===== config.mk =====
export PLATFORM = sky130hd
export DESIGN_NAME = frog_controller
export DESIGN_NICKNAME = d
export VERILOG_FILES = /design/src/rtl/frog_controller.sv
export SDC_FILE = /design/constraint.sdc
export NUM_CORES = 1
export LEC_CHECK = 0
export ABC_CLOCK_PERIOD_IN_PS = 7700
export BUFFER_PORTS_ARGS = -buffer_cell sky130_fd_sc_hd__buf_2
export CAP_MARGIN = 20
export CORE_MARGIN = 5
export CORE_UTILIZATION = 55
export CTS_CLUSTER_DIAMETER = 50
export DETAILED_ROUTE_END_ITERATION = 16
export PLACE_DENSITY = 0.82
export SLEW_MARGIN = 20
export SYNTH_ARGS = -nofsm -noshare
export SYNTH_HDL_FRONTEND = slang
export SYNTH_SLANG_ARGS = --single-unit

===== constraint.sdc =====
create_clock -name Clk -period 7.7 [get_ports Clk]
set_clock_uncertainty 0.15 [all_clocks]
set_input_delay 0.77 -clock Clk [delete_from_list [all_inputs] [get_ports Clk]]
set_output_delay 0.77 -clock Clk [all_outputs]
set_load 0.02 [all_outputs]

===== src/rtl/frog_controller.sv =====
// Frog position and life-state controller: turns keypresses into single-cell hops,
// rides river logs, and latches isDead/isAlive until the game-flow block pulses respawn.
module frog_controller #(
    parameter int GRID_COLS  = 13,
    parameter int GRID_ROWS  = 13,
    parameter int START_COL  = 6,
    parameter int START_ROW  = 12,
    parameter int HOME_ROW   = 0,
    parameter int RIVER_TOP  = 1,
    parameter int RIVER_BOT  = 5,
    parameter int HOP_FRAMES = 8
) (
    input  logic                         Clk,
    input  logic                         Reset_n,
    input  logic                         frame_clk,
    input  logic [7:0]                   keycode,
    input  logic                         respawn,
    input  logic                         hazard_hit,
    input  logic                         on_log,
    input  logic                         log_step,
    input  logic                         log_dir,
    output logic [$clog2(GRID_COLS)-1:0] frog_x,
    output logic [$clog2(GRID_ROWS)-1:0] frog_y,
    output logic                         isDead,
    output logic                         isAlive,
    output logic [7:0]                   hop_count,
    output logic [1:0]                   fsm_state
);

    localparam int XW = $clog2(GRID_COLS);
    localparam int YW = $clog2(GRID_ROWS);

    localparam logic [XW-1:0] X_MAX   = XW'(GRID_COLS - 1);
    localparam logic [XW-1:0] X_START = XW'(START_COL);
    localparam logic [YW-1:0] Y_MAX   = YW'(GRID_ROWS - 1);
    localparam logic [YW-1:0] Y_START = YW'(START_ROW);
    localparam logic [YW-1:0] Y_HOME  = YW'(HOME_ROW);
    localparam logic [YW-1:0] Y_RTOP  = YW'(RIVER_TOP);
    localparam logic [YW-1:0] Y_RBOT  = YW'(RIVER_BOT);
    localparam logic [7:0]    COOL_INIT = 8'(HOP_FRAMES - 1);

    localparam logic [7:0] KEY_UP    = 8'h1A;
    localparam logic [7:0] KEY_DOWN  = 8'h16;
    localparam logic [7:0] KEY_LEFT  = 8'h04;
    localparam logic [7:0] KEY_RIGHT = 8'h07;

    // Encoding is visible on fsm_state, so keep it fixed.
    typedef enum logic [1:0] {
        READY = 2'd0,
        HOP   = 2'd1,
        DEAD  = 2'd2,
        HOME  = 2'd3
    } state_t;

    state_t          state_q, state_d;
    logic [XW-1:0]   x_q, x_d;
    logic [YW-1:0]   y_q, y_d;
    logic            dead_q, dead_d;
    logic            alive_q, alive_d;
    logic [7:0]      hop_q, hop_d;
    logic [7:0]      cool_q, cool_d;
    logic [7:0]      prev_q, prev_d;
    logic            sync1_q, sync2_q, sync3_q;

    logic            frame_tick;
    logic            in_river;
    logic            log_fall;
    logic [XW-1:0]   shift_x;
    logic [XW-1:0]   tgt_x;
    logic [YW-1:0]   tgt_y;
    logic            tgt_ok;
    logic            hop_req;

    assign frame_tick = sync2_q & ~sync3_q;
    assign in_river   = (y_q >= Y_RTOP) && (y_q <= Y_RBOT);

    always_comb begin
        state_d  = state_q;
        x_d      = x_q;
        y_d      = y_q;
        dead_d   = dead_q;
        alive_d  = alive_q;
        hop_d    = hop_q;
        cool_d   = cool_q;
        prev_d   = frame_tick ? keycode : prev_q;
        shift_x  = x_q;
        log_fall = 1'b0;
        tgt_x    = x_q;
        tgt_y    = y_q;
        tgt_ok   = 1'b0;

        // Log carry is applied first so a same-edge hop starts from the carried column.
        if (log_step && (state_q == READY || state_q == HOP) && in_river && on_log) begin
            if (log_dir) begin
                if (x_q == X_MAX) log_fall = 1'b1;
                else              shift_x  = x_q + XW'(1);
            end else begin
                if (x_q == '0) log_fall = 1'b1;
                else           shift_x  = x_q - XW'(1);
            end
        end
        x_d   = shift_x;
        tgt_x = shift_x;

        case (keycode)
            KEY_UP:    if (y_q != '0)         begin tgt_y = y_q - YW'(1);         tgt_ok = 1'b1; end
            KEY_DOWN:  if (y_q != Y_MAX)      begin tgt_y = y_q + YW'(1);         tgt_ok = 1'b1; end
            KEY_LEFT:  if (shift_x != '0)     begin tgt_x = shift_x - XW'(1);     tgt_ok = 1'b1; end
            KEY_RIGHT: if (shift_x != X_MAX)  begin tgt_x = shift_x + XW'(1);     tgt_ok = 1'b1; end
            default: ;
        endcase
        hop_req = tgt_ok && (keycode != prev_q);

        if (log_fall) begin
            state_d = DEAD;
            dead_d  = 1'b1;
        end else if (frame_tick) begin
            case (state_q)
                READY: begin
                    if (hazard_hit || (in_river && !on_log)) begin
                        state_d = DEAD;
                        dead_d  = 1'b1;
                    end else if (hop_req) begin
                        x_d    = tgt_x;
                        y_d    = tgt_y;
                        hop_d  = (hop_q == 8'hFF) ? hop_q : hop_q + 8'd1;
                        cool_d = COOL_INIT;
                        if (tgt_y == Y_HOME) begin
                            state_d = HOME;
                            alive_d = 1'b1;
                        end else if (HOP_FRAMES == 1) begin
                            state_d = READY;
                        end else begin
                            state_d = HOP;
                        end
                    end
                end
                HOP: begin
                    // Airborne: no river check and no key handling until cooldown expires.
                    if (hazard_hit) begin
                        state_d = DEAD;
                        dead_d  = 1'b1;
                    end else if (cool_q == 8'd1) begin
                        state_d = READY;
                        cool_d  = 8'd0;
                    end else begin
                        cool_d = cool_q - 8'd1;
                    end
                end
                default: ;
            endcase
        end

        if (respawn) begin
            state_d = READY;
            x_d     = X_START;
            y_d     = Y_START;
            dead_d  = 1'b0;
            alive_d = 1'b0;
            hop_d   = 8'd0;
            cool_d  = 8'd0;
            prev_d  = keycode;
        end
    end

    always_ff @(posedge Clk or negedge Reset_n) begin
        if (!Reset_n) begin
            state_q <= READY;
            x_q     <= X_START;
            y_q     <= Y_START;
            dead_q  <= 1'b0;
            alive_q <= 1'b0;
            hop_q   <= 8'd0;
            cool_q  <= 8'd0;
            prev_q  <= 8'd0;
            sync1_q <= 1'b0;
            sync2_q <= 1'b0;
            sync3_q <= 1'b0;
        end else begin
            state_q <= state_d;
            x_q     <= x_d;
            y_q     <= y_d;
            dead_q  <= dead_d;
            alive_q <= alive_d;
            hop_q   <= hop_d;
            cool_q  <= cool_d;
            prev_q  <= prev_d;
            sync1_q <= frame_clk;
            sync2_q <= sync1_q;
            sync3_q <= sync2_q;
        end
    end

    assign frog_x    = x_q;
    assign frog_y    = y_q;
    assign isDead    = dead_q;
    assign isAlive   = alive_q;
    assign hop_count = hop_q;
    assign fsm_state = state_q;

endmodule


After elaboration in Yosys (flattened, before gate mapping)

Cells that the tools add are included.

Register bits: 39
Input bits: 16
Output and inout port bits: 20
Word-level logic and storage cells: 141

Add/subtract/negate cells: 8
Magnitude comparators: 2
Equality and inequality tests: 21
Multiplexer cells: 70
Bitwise operators: 2
Reductions and logical operators: 27

Operators with widths:

| kind                                                  | number |
|---|---|
| two-way mux 8 bit                                     | 16 |
| two-way mux 4 bit                                     | 20 |
| two-way mux 1 bit                                     | 20 |
| AND reduction 6 bit                                   | 3 |
| == test 8 x 3 -> 1 bit, second input constant         | 2 |
| == test 8 x 5 -> 1 bit, second input constant         | 2 |
| two-way mux 2 bit                                     | 8 |
| one-hot mux 4 bit (2 select lines)                    | 2 |
| one-hot mux 8 bit (2 select lines)                    | 1 |
| adder 4 x 1 -> 4 bit, second input constant           | 3 |
| inequality test 4 bit, second input constant          | 3 |
| nonzero test 4 bit                                    | 3 |
| subtractor 4 x 1 -> 4 bit, second input constant      | 3 |
| inequality test 5 x 4 -> 1 bit, second input constant | 2 |
| inequality test 3 bit, second input constant          | 3 |
| adder 8 x 1 -> 8 bit, second input constant           | 1 |
| == test 8 x 1 -> 1 bit, second input constant         | 1 |
| == test 8 bit, second input constant                  | 1 |
| logical NOT 4 bit                                     | 2 |
| inequality test 8 bit                                 | 1 |
| AND reduction 4 bit                                   | 2 |
| nonzero test 2 bit                                    | 4 |
| subtractor 8 x 1 -> 8 bit, second input constant      | 1 |
| logical AND 1 bit                                     | 6 |
| other kinds (16)                                      | 20 |

Longest topological paths before layout

Gate-level depths: netlist of run 1.

Depth in word-level cells: 16
Mapped depth: 16
Depth with buffers taken out: 13

Worst setup path before layout of run 1

Ideal clock, no wire load.

Path type: flip-flop to flip-flop
From: reg y_q[0] (netlist: frog_y[0])
To: reg hop_q[4] (netlist: hop_count[4])
Library setup time: 0.127 ns
Arrival time: 3.447 ns
Data required time: 7.423 ns
Slack: 3.975 ns
Stages on the path, launching flop included: 17
Cell sequence: dfrtp_1 -> clkbuf_1 -> inv_1 -> ha_1 -> xnor2_1 -> o21a_1 -> buf_2 -> a31oi_1 -> o221a_2 -> inv_1 -> ha_1 -> nand2_1 -> nand4b_1 -> o2111a_1 -> buf_4 -> nand4_1 -> mux2_1

Cells in the longest elaborated chain, start to end: 11
Elaborated cells between the ends (all ways): 23

RTL lines:

| what                                                                                                         | RTL line | RTL |
|---|---|---|
| start, declared                                                                                              | 57       | `logic [YW-1:0] y_q, y_d;` |
| start signal, assigned                                                                                       | 182      | `y_q <= y_d;` |
| greater-or-equal comparator 4 x 1 -> 1 bit / less-or-equal comparator 4 x 3 -> 1 bit (equally long branches) | 75       | `assign in_river = (y_q >= Y_RTOP) && (y_q <= Y_RBOT);` |
| logical AND 1 bit                                                                                            | 75       |  |
| logical AND 1 bit (2 in series)                                                                              | 93       | `if (log_step && (state_q == READY \|\| state_q == HOP) && in_river && on_log) begin` |
| two-way mux 4 bit                                                                                            | 93       |  |
| inequality test 4 bit / nonzero test 4 bit (equally long branches)                                           | 109, 108 |  |
| two-way mux 1 bit, on equally long branches                                                                  | 109, 108 |  |
| one-hot mux 1 bit (4 select lines)                                                                           | 105      | `case (keycode)` |
| logical AND 1 bit                                                                                            | 112      | `hop_req = tgt_ok && (keycode != prev_q);` |
| nonzero test 2 bit (no line)                                                                                 | -        |  |
| AND reduction 6 bit (no line) (*)                                                                            | -        |  |
| end signal, assigned                                                                                         | 185      | `hop_q <= hop_d;` |
| end, declared                                                                                                | 60       | `logic [7:0] hop_q, hop_d;` |

Every way passes the cells marked *; elsewhere a longest branch is shown, timed or not.
A chain may end at the register's enable or synchronous reset.

Final worst setup path of run 1

From: reg y_q[0] (netlist: frog_y[0])
To: reg hop_q[5] (netlist: hop_count[5])

The elaborated chain is that of the path after synthesis.

==> impl_metrics.tcl, run 1 <==
set metrics [dict create \
    synth_seq_cells 39 \
    worst_slack_ns 3.59 \
    p_int_uw 293 \
    dieArea_sq_um 7000 \
    cts_tree "done" \
    crit_chain "inv_1, ha_1, xnor2_1, o21a_1, nand2_1, xnor2_1, ha_1, nand2_1, nand4b_1, o2111ai_2, nor4_1, mux2_1" \
    power-per-cell-area_nw_per_um2 124 \
    power.share.clock_pct 35.5 \
    drt_wl_total_microns 7110 \
    rows 26 \
    async_flop_share_pct 100 \
    core_area_sq_um 5200 \
    dp_slack_ns 3.67 \
    finalCritPeriodShare_pct 53.4 \
    viasPerCell 6.33 \
    leakage_nw 1.35 \
    clkLatencyLatePin_ns 0.30 \
    cts_hold_buffers 0 \
    gr-usage-all-layers_pct 20.7 \
    layout-drive-gt1-share_pct 18.7 \
    die_h_microns 83.7 \
    dpl.hpwl_microns 5180 \
    final_cell_mix "dfrtp_1, buf_2, nand2_1, nor2_1, a21oi_1" \
    placed_cell_area_sq_um 3180 \
    synthTopCellsByArea "dfrtp_1, ha_1, dfstp_2" \
    dieWidth_microns 83.7 \
    grt_setup_unrepaired "false" \
    tightestPinTransition_ns 0.864 \
    vdd_ir_drop_max_uv 132 \
    cts-htree-levels 2 \
    clockRootBuffer "clkbuf_8" \
    final_nets 395 \
    ios 36 \
    setup_viol 0 \
    synth_area_sq_um 2990 \
    finalSetupTns_ns 0 \
    r2r_slack_ns 3.59 \
    syn-num-nets 369 \
    maxSlewHeadroom_pct 42.4 \
    synth_edf_count 0 \
    end_kind "flop" \
    maxCapViolCount 0 \
    finalInstanceArea_sq_um 3270 \
    worstRegToRegCells 12 \
    crit_arrival_ns 4.13 \
    hold_violations 0 \
    dp.cells 431 \
    instances_no_fill 439 \
    p_sw_uw 113 \
    crit_fanout 12 \
    grt_pass1_wl_microns 12200 \
    clock_path_buffers 2 \
    wire_per_inst_microns 16.2 \
    fmax_mhz 243 \
    syn2layout_area_growth_pct 9.51 \
    drtPass1Iterations 4 \
    gp_congestion 0.909 \
    nFillCells 461 \
    cts_sinks 39 \
    critPathKind "flop to flop" \
    grt_max_degree 40 \
    post-route-min-period_ns 4.11 \
    switching_share_pct 27.8 \
    slowest_stage "dfrtp_1" \
    required_ns 7.73 \
    critPathMaxStageDelay_ns 0.52 \
    start_kind "flop" \
    postSynthAreaPerCell_sq_um 8.73 \
    start_util_pct 57.4 \
    synth_cell_type_count 72 \
    vias 2778 \
    globalRouteOverflowTotal 0 \
    ys_warn_count 0 \
    cts_inserted_buffers 5 \
    status "complete, no violations" \
    power_frac_comb_pct 11.5 \
    post_cts.repair.setup_buffers 0 \
    cts_resized 0 \
    drt_iter0_markers 241 \
    antenna_left 0 \
    io_buffers 35 \
    synth_seq_area_share_pct 32.9 \
    syn_inst 342 \
    antennaDiodeCount 0 \
    hold_class "flop to flop" \
    synth_top_area_share_pct 29.3 \
    synth_top_cell_by_area "dfrtp_1" \
    clk_pin_slew_ns 0.09 \
    drc_errors 0 \
    seqPwrFrac_pct 53.0 \
    hold_path_depth 0 \
    grt_pass1_vias 2680 \
    drv_slew 0 \
    ys.flop_type "dfrtp_1" \
    antenna_found_initial 0 \
]
[final cells by class]
class | count | area (sq um) | share of cell area [%]
clock buffers | 5 | 68.8 | 2.10
well taps | 70 | 87.6 | 2.68
multi-input cells | 271 | 1870 | 57.3
clock inverters | 3 | 23.8 | 0.727
repair buffers | 35 | 175 | 5.36
inverters | 16 | 60.1 | 1.84
flip-flops and latches | 39 | 981 | 30.0
[synthesized netlist by cell type, types with 3 or more instances]
master / number
nand3b_1: 5
and2_1: 7
nor3_1: 12
a211oi_1: 5
a32o_1: 3
nor2_1: 20
o21ai_1: 3
clkbuf_1: 11
a211o_1: 3
a311oi_1: 5
a31oi_1: 7
inv_1: 15
buf_2: 3
mux2_2: 9
or3_1: 4
dfstp_2: 4
a21oi_1: 20
o211ai_1: 5
o31ai_1: 3
nand2b_1: 6
or4_1: 4
o21ai_0: 12
dfrtp_1: 35
nor2b_1: 6
nor4_1: 8
nand3_1: 13
a21o_1: 5
nand4_1: 4
o22ai_1: 3
xor2_1: 10
nand2_1: 26
ha_1: 11
and3_1: 5
[worst paths after layout]
kind,start,to
worst min register to register,sync1_q$_DFF_PN0_,sync2_q$_DFF_PN0_
min in group asynchronous,Reset_n,prev_q[0]$_DFFE_PN0P_
max in group asynchronous,Reset_n,cool_q[3]$_DFFE_PN0P_
worst max register to register,frog_y[0]$_DFFE_PN0P_,hop_count[5]$_DFFE_PN0P_
worst max-delay path,frog_y[0]$_DFFE_PN0P_,hop_count[5]$_DFFE_PN0P_
worst min-delay path,sync1_q$_DFF_PN0_,sync2_q$_DFF_PN0_
[per-stage QoR]
stage               hold WS, ns  util (%)  total power [mW]
global placement          0.184      61.0             0.265
CTS                       0.208      62.8             0.410
detailed placement        0.188      61.0             0.266
finish                    0.204      62.8             0.406
floorplan                 0.181         -             0.249
global route              0.223      62.8             0.426
[state kept, by name (all words and copies together), names as in the netlist]
signal     cells
cool_q         8
frog_x         4
frog_y         4
fsm_state      2
hop_count      8
isAlive        1
isDead         1
prev_q         8
sync1_q        1
sync2_q        1
sync3_q        1
[worst max-delay path, delay by kind of cell, from the launching register on]
kind | cells | cell delay [ns]
DFF | 1 | 0.52
and+or+nand+nor | 4 | 0.69
muxes | 1 | 0.33
AOI/OAI and AO/OA | 2 | 0.82
xor gates and xnor gates | 2 | 0.68
buffers and inverters | 1 | 0.15
adders and majority gates | 2 | 0.63
[logic make-up (layout without fill, tap and decap cells)]
| kind of cell | after synthesis | count (layout) | synth area share, % |
|---|---|---|---|
| flops | 39 | 39 | 32.9 |
| compound gates | 97 | 97 | 23.4 |
| simple gates | 138 | 138 | 26.4 |
| mux | 13 | 13 | 4.82 |
| buf+inv | 32 | 59 | 4.40 |
| xor+xnor | 12 | 12 | 3.52 |
| fa+ha+maj | 11 | 11 | 4.61 |
[per-layer routing]
| layer | wire [microns] | up-vias | GRT usage, % |
|---|---|---|---|
| li1 | - | 1357 | - |
| met1 | 3380 | 1320 | 28.5 |
| met2 | 3230 | 90 | 33.1 |
| met3 | 377 | 11 | 3.46 |
| met4 | 122 | 0 | 6.87 |
| met5 | 0 | - | 0 |
[power groups by stage]
stage                     Clock (mW)  Sequential (mW)  Combinational (mW)
after global placement             0            0.219              0.0457
after global routing           0.157            0.216              0.0521
after CTS                      0.148            0.215              0.0469
after floorplan                    0            0.219              0.0294
after detailed placement           0            0.219              0.0465
final                          0.144            0.215              0.0468
(Power assumes the default switching activity.)
==> run 2, diff against run 1 <==
--- a/config.mk
+++ b/config.mk
@@ -5,14 +5,14 @@
 export SDC_FILE = /design/constraint.sdc
 export NUM_CORES = 1
 export LEC_CHECK = 0
-export ABC_CLOCK_PERIOD_IN_PS = 7700
+export ABC_CLOCK_PERIOD_IN_PS = 3500
 export BUFFER_PORTS_ARGS = -buffer_cell sky130_fd_sc_hd__buf_2
 export CAP_MARGIN = 20
 export CORE_MARGIN = 5
-export CORE_UTILIZATION = 55
+export CORE_UTILIZATION = 53
 export CTS_CLUSTER_DIAMETER = 50
 export DETAILED_ROUTE_END_ITERATION = 16
-export PLACE_DENSITY = 0.82
+export PLACE_DENSITY = 0.83
 export SLEW_MARGIN = 20
 export SYNTH_ARGS = -nofsm -noshare
 export SYNTH_HDL_FRONTEND = slang
==> constraint.sdc (replaced) <==
create_clock -name Clk -period 3.5 [get_ports Clk]
set_clock_uncertainty 0.15 [all_clocks]
set_input_delay 0.35 -clock Clk [delete_from_list [all_inputs] [get_ports Clk]]
set_output_delay 0.35 -clock Clk [all_outputs]
set_load 0.02 [all_outputs]
==> impl_metrics.tcl, run 2 (synthesis results as in run 1) <==
set metrics [dict create \
    status "complete, no violations" \
    globalRouteOverflowTotal 0 \
    worstRegToRegCells 13 \
    dp.cells 442 \
    wire_per_inst_microns 17.2 \
    gr-usage-all-layers_pct 21.6 \
    ios 36 \
    io_buffers 35 \
    tightestPinTransition_ns 0.888 \
    grt_max_degree 40 \
    grt_setup_unrepaired "false" \
    fmax_mhz 298 \
    nFillCells 450 \
    drv_slew 0 \
    crit_arrival_ns 3.39 \
    r2r-start "frog_x[0]$_DFF_PN0_" \
    vdd_ir_drop_max_uv 192 \
    finalCritPeriodShare_pct 95.9 \
    clockRootBuffer "clkbuf_8" \
    core_area_sq_um 5510 \
    startpoint "frog_x[0]$_DFF_PN0_" \
    hold_violations 0 \
    clock_path_buffers 2 \
    maxSlewHeadroom_pct 40.8 \
    dieWidth_microns 85.1 \
    total_power_uw 897 \
    required_ns 3.53 \
    mostFrequentLayoutCell "buf_2" \
    end_kind "flop" \
    dpl.hpwl_microns 5580 \
    antenna_left 0 \
    layout-drive-gt1-share_pct 23.6 \
    dp_slack_ns 0.0602 \
    drt_iter0_markers 213 \
    final_nets 407 \
    start_kind "flop" \
    r2r_slack_ns 0.14 \
    post-route-min-period_ns 3.36 \
    syn2layout_area_growth_pct 14.4 \
    r2r_end "hop_count[4]$_DFFE_PN0P_" \
    dieArea_sq_um 7230 \
    die_h_microns 85.1 \
    viasPerCell 6.51 \
    worst_slack_ns 0.143 \
    clk_pin_slew_ns 0.08 \
    drc_errors 0 \
    start_util_pct 54.2 \
    final_cell_mix "buf_2, dfrtp_1, nand2_1, nor2_1, a21oi_1" \
    rows 27 \
    drt_wl_total_microns 7810 \
    instances_no_fill 453 \
    drtPass1Iterations 8 \
    antennaDiodeCount 0 \
    placed_cell_area_sq_um 3280 \
    crit_fanout 8 \
    grt_pass1_wl_microns 13000 \
    cts_inserted_buffers 5 \
    setup_viol 0 \
    critPathCapture "hop_count[4]$_DFFE_PN0P_" \
    gp_congestion 0.857 \
    grt_pass1_vias 2772 \
    finalInstanceArea_sq_um 3420 \
    critPathKind "flop to flop" \
    leakage_nw 1.41 \
    power-per-cell-area_nw_per_um2 262 \
    vias 2951 \
    cts_sinks 39 \
    cts-htree-levels 2 \
    maxCapViolCount 0 \
    finalSetupTns_ns 0 \
    hold_class "primary input to async pin" \
    antenna_found_initial 0 \
    clkLatencyLatePin_ns 0.30 \
    cts_tree "done" \
]
run 2: cell count changes in the layout (fill, tap and decap cells not counted), moves of 2 or more:
cell / delta
buf_4: +10
dfrtp_1: -2
dfrtp_2: +2
inv_1: -2
inv_2: +2
xnor2_1: -2
run 2: power breakdown:
group	switching, mW	total (mW)	internal (mW)
logic	0.0686	0.111	0.0421
clock network	0.173	0.312	0.139
registers	0.00964	0.474	0.464
total	0.252	0.897	0.645
run 2: worst max-delay path, stage by stage, from the launching register on:
cell and delay [ns]:
dfrtp_2 0.44, inv_2 0.11, ha_1 0.17, or3b_2 0.46, nor2_1 0.10, a31oi_1 0.04, o221a_2 0.28, inv_2 0.08
ha_4 0.18, nand2_1 0.11, nand4b_1 0.28, o2111a_2 0.40, nand4_1 0.11, mux2_1 0.33
run 2: metal layers:
metal	wire length, microns	vias to the layer above	global-route usage, %
met1	3490	1437	29.8
met5	0	-	0
li1	-	1382	-
met4	104	0	7.63
met2	3590	122	33.7
met3	636	10	4.27
run 2: how the worst min path moves through the flow:
| stage | startpoint | to | slack [ns] | cells after the start |
|---|---|---|---|---|
| floorplan | Reset_n | cool_q[0]$_DFFE_PN0P_ | -0.1 | 0 |
| global placement | sync1_q$_DFF_PN0_ | sync2_q$_DFF_PN0_ | 0.19 | 0 |
| detailed placement | sync1_q$_DFF_PN0_ | sync2_q$_DFF_PN0_ | 0.19 | 0 |
| CTS | Reset_n | hop_count[0]$_DFFE_PN0P_ | 0.05 | 1 |
| global route | Reset_n | hop_count[6]$_DFFE_PN0P_ | 0.09 | 1 |
| finish | Reset_n | hop_count[6]$_DFFE_PN0P_ | 0.02 | 1 |
run 2: repair_timing:
item                                    in CTS  in global routing
gates resized for setup                      0                  7
endpoints found under the setup margin       0                  9
setup buffers                                0                  1
hold buffers                                 1                  0
endpoints found under the hold margin        1                  0
run 2: final cells by class:
type | instances | area, sq um | area share [%]
flip-flops and latches | 39 | 983 | 28.8
clock buffers | 5 | 68.8 | 2.01
inverters | 16 | 60.1 | 1.76
well taps | 72 | 90.1 | 2.64
repair buffers | 46 | 260 | 7.62
multi-input cells | 272 | 1930 | 56.6
clock inverters | 3 | 20.0 | 0.586
run 2: per-stage QoR:
stage          util [%]  hold WS [ns]
6_report           62.0        0.0193
5_1_grt            62.0        0.0874
4_1_cts            61.3        0.0469
3_5_place_dp       59.5         0.188
3_3_place_gp       59.5         0.187
2_1_floorplan         -       -0.0956
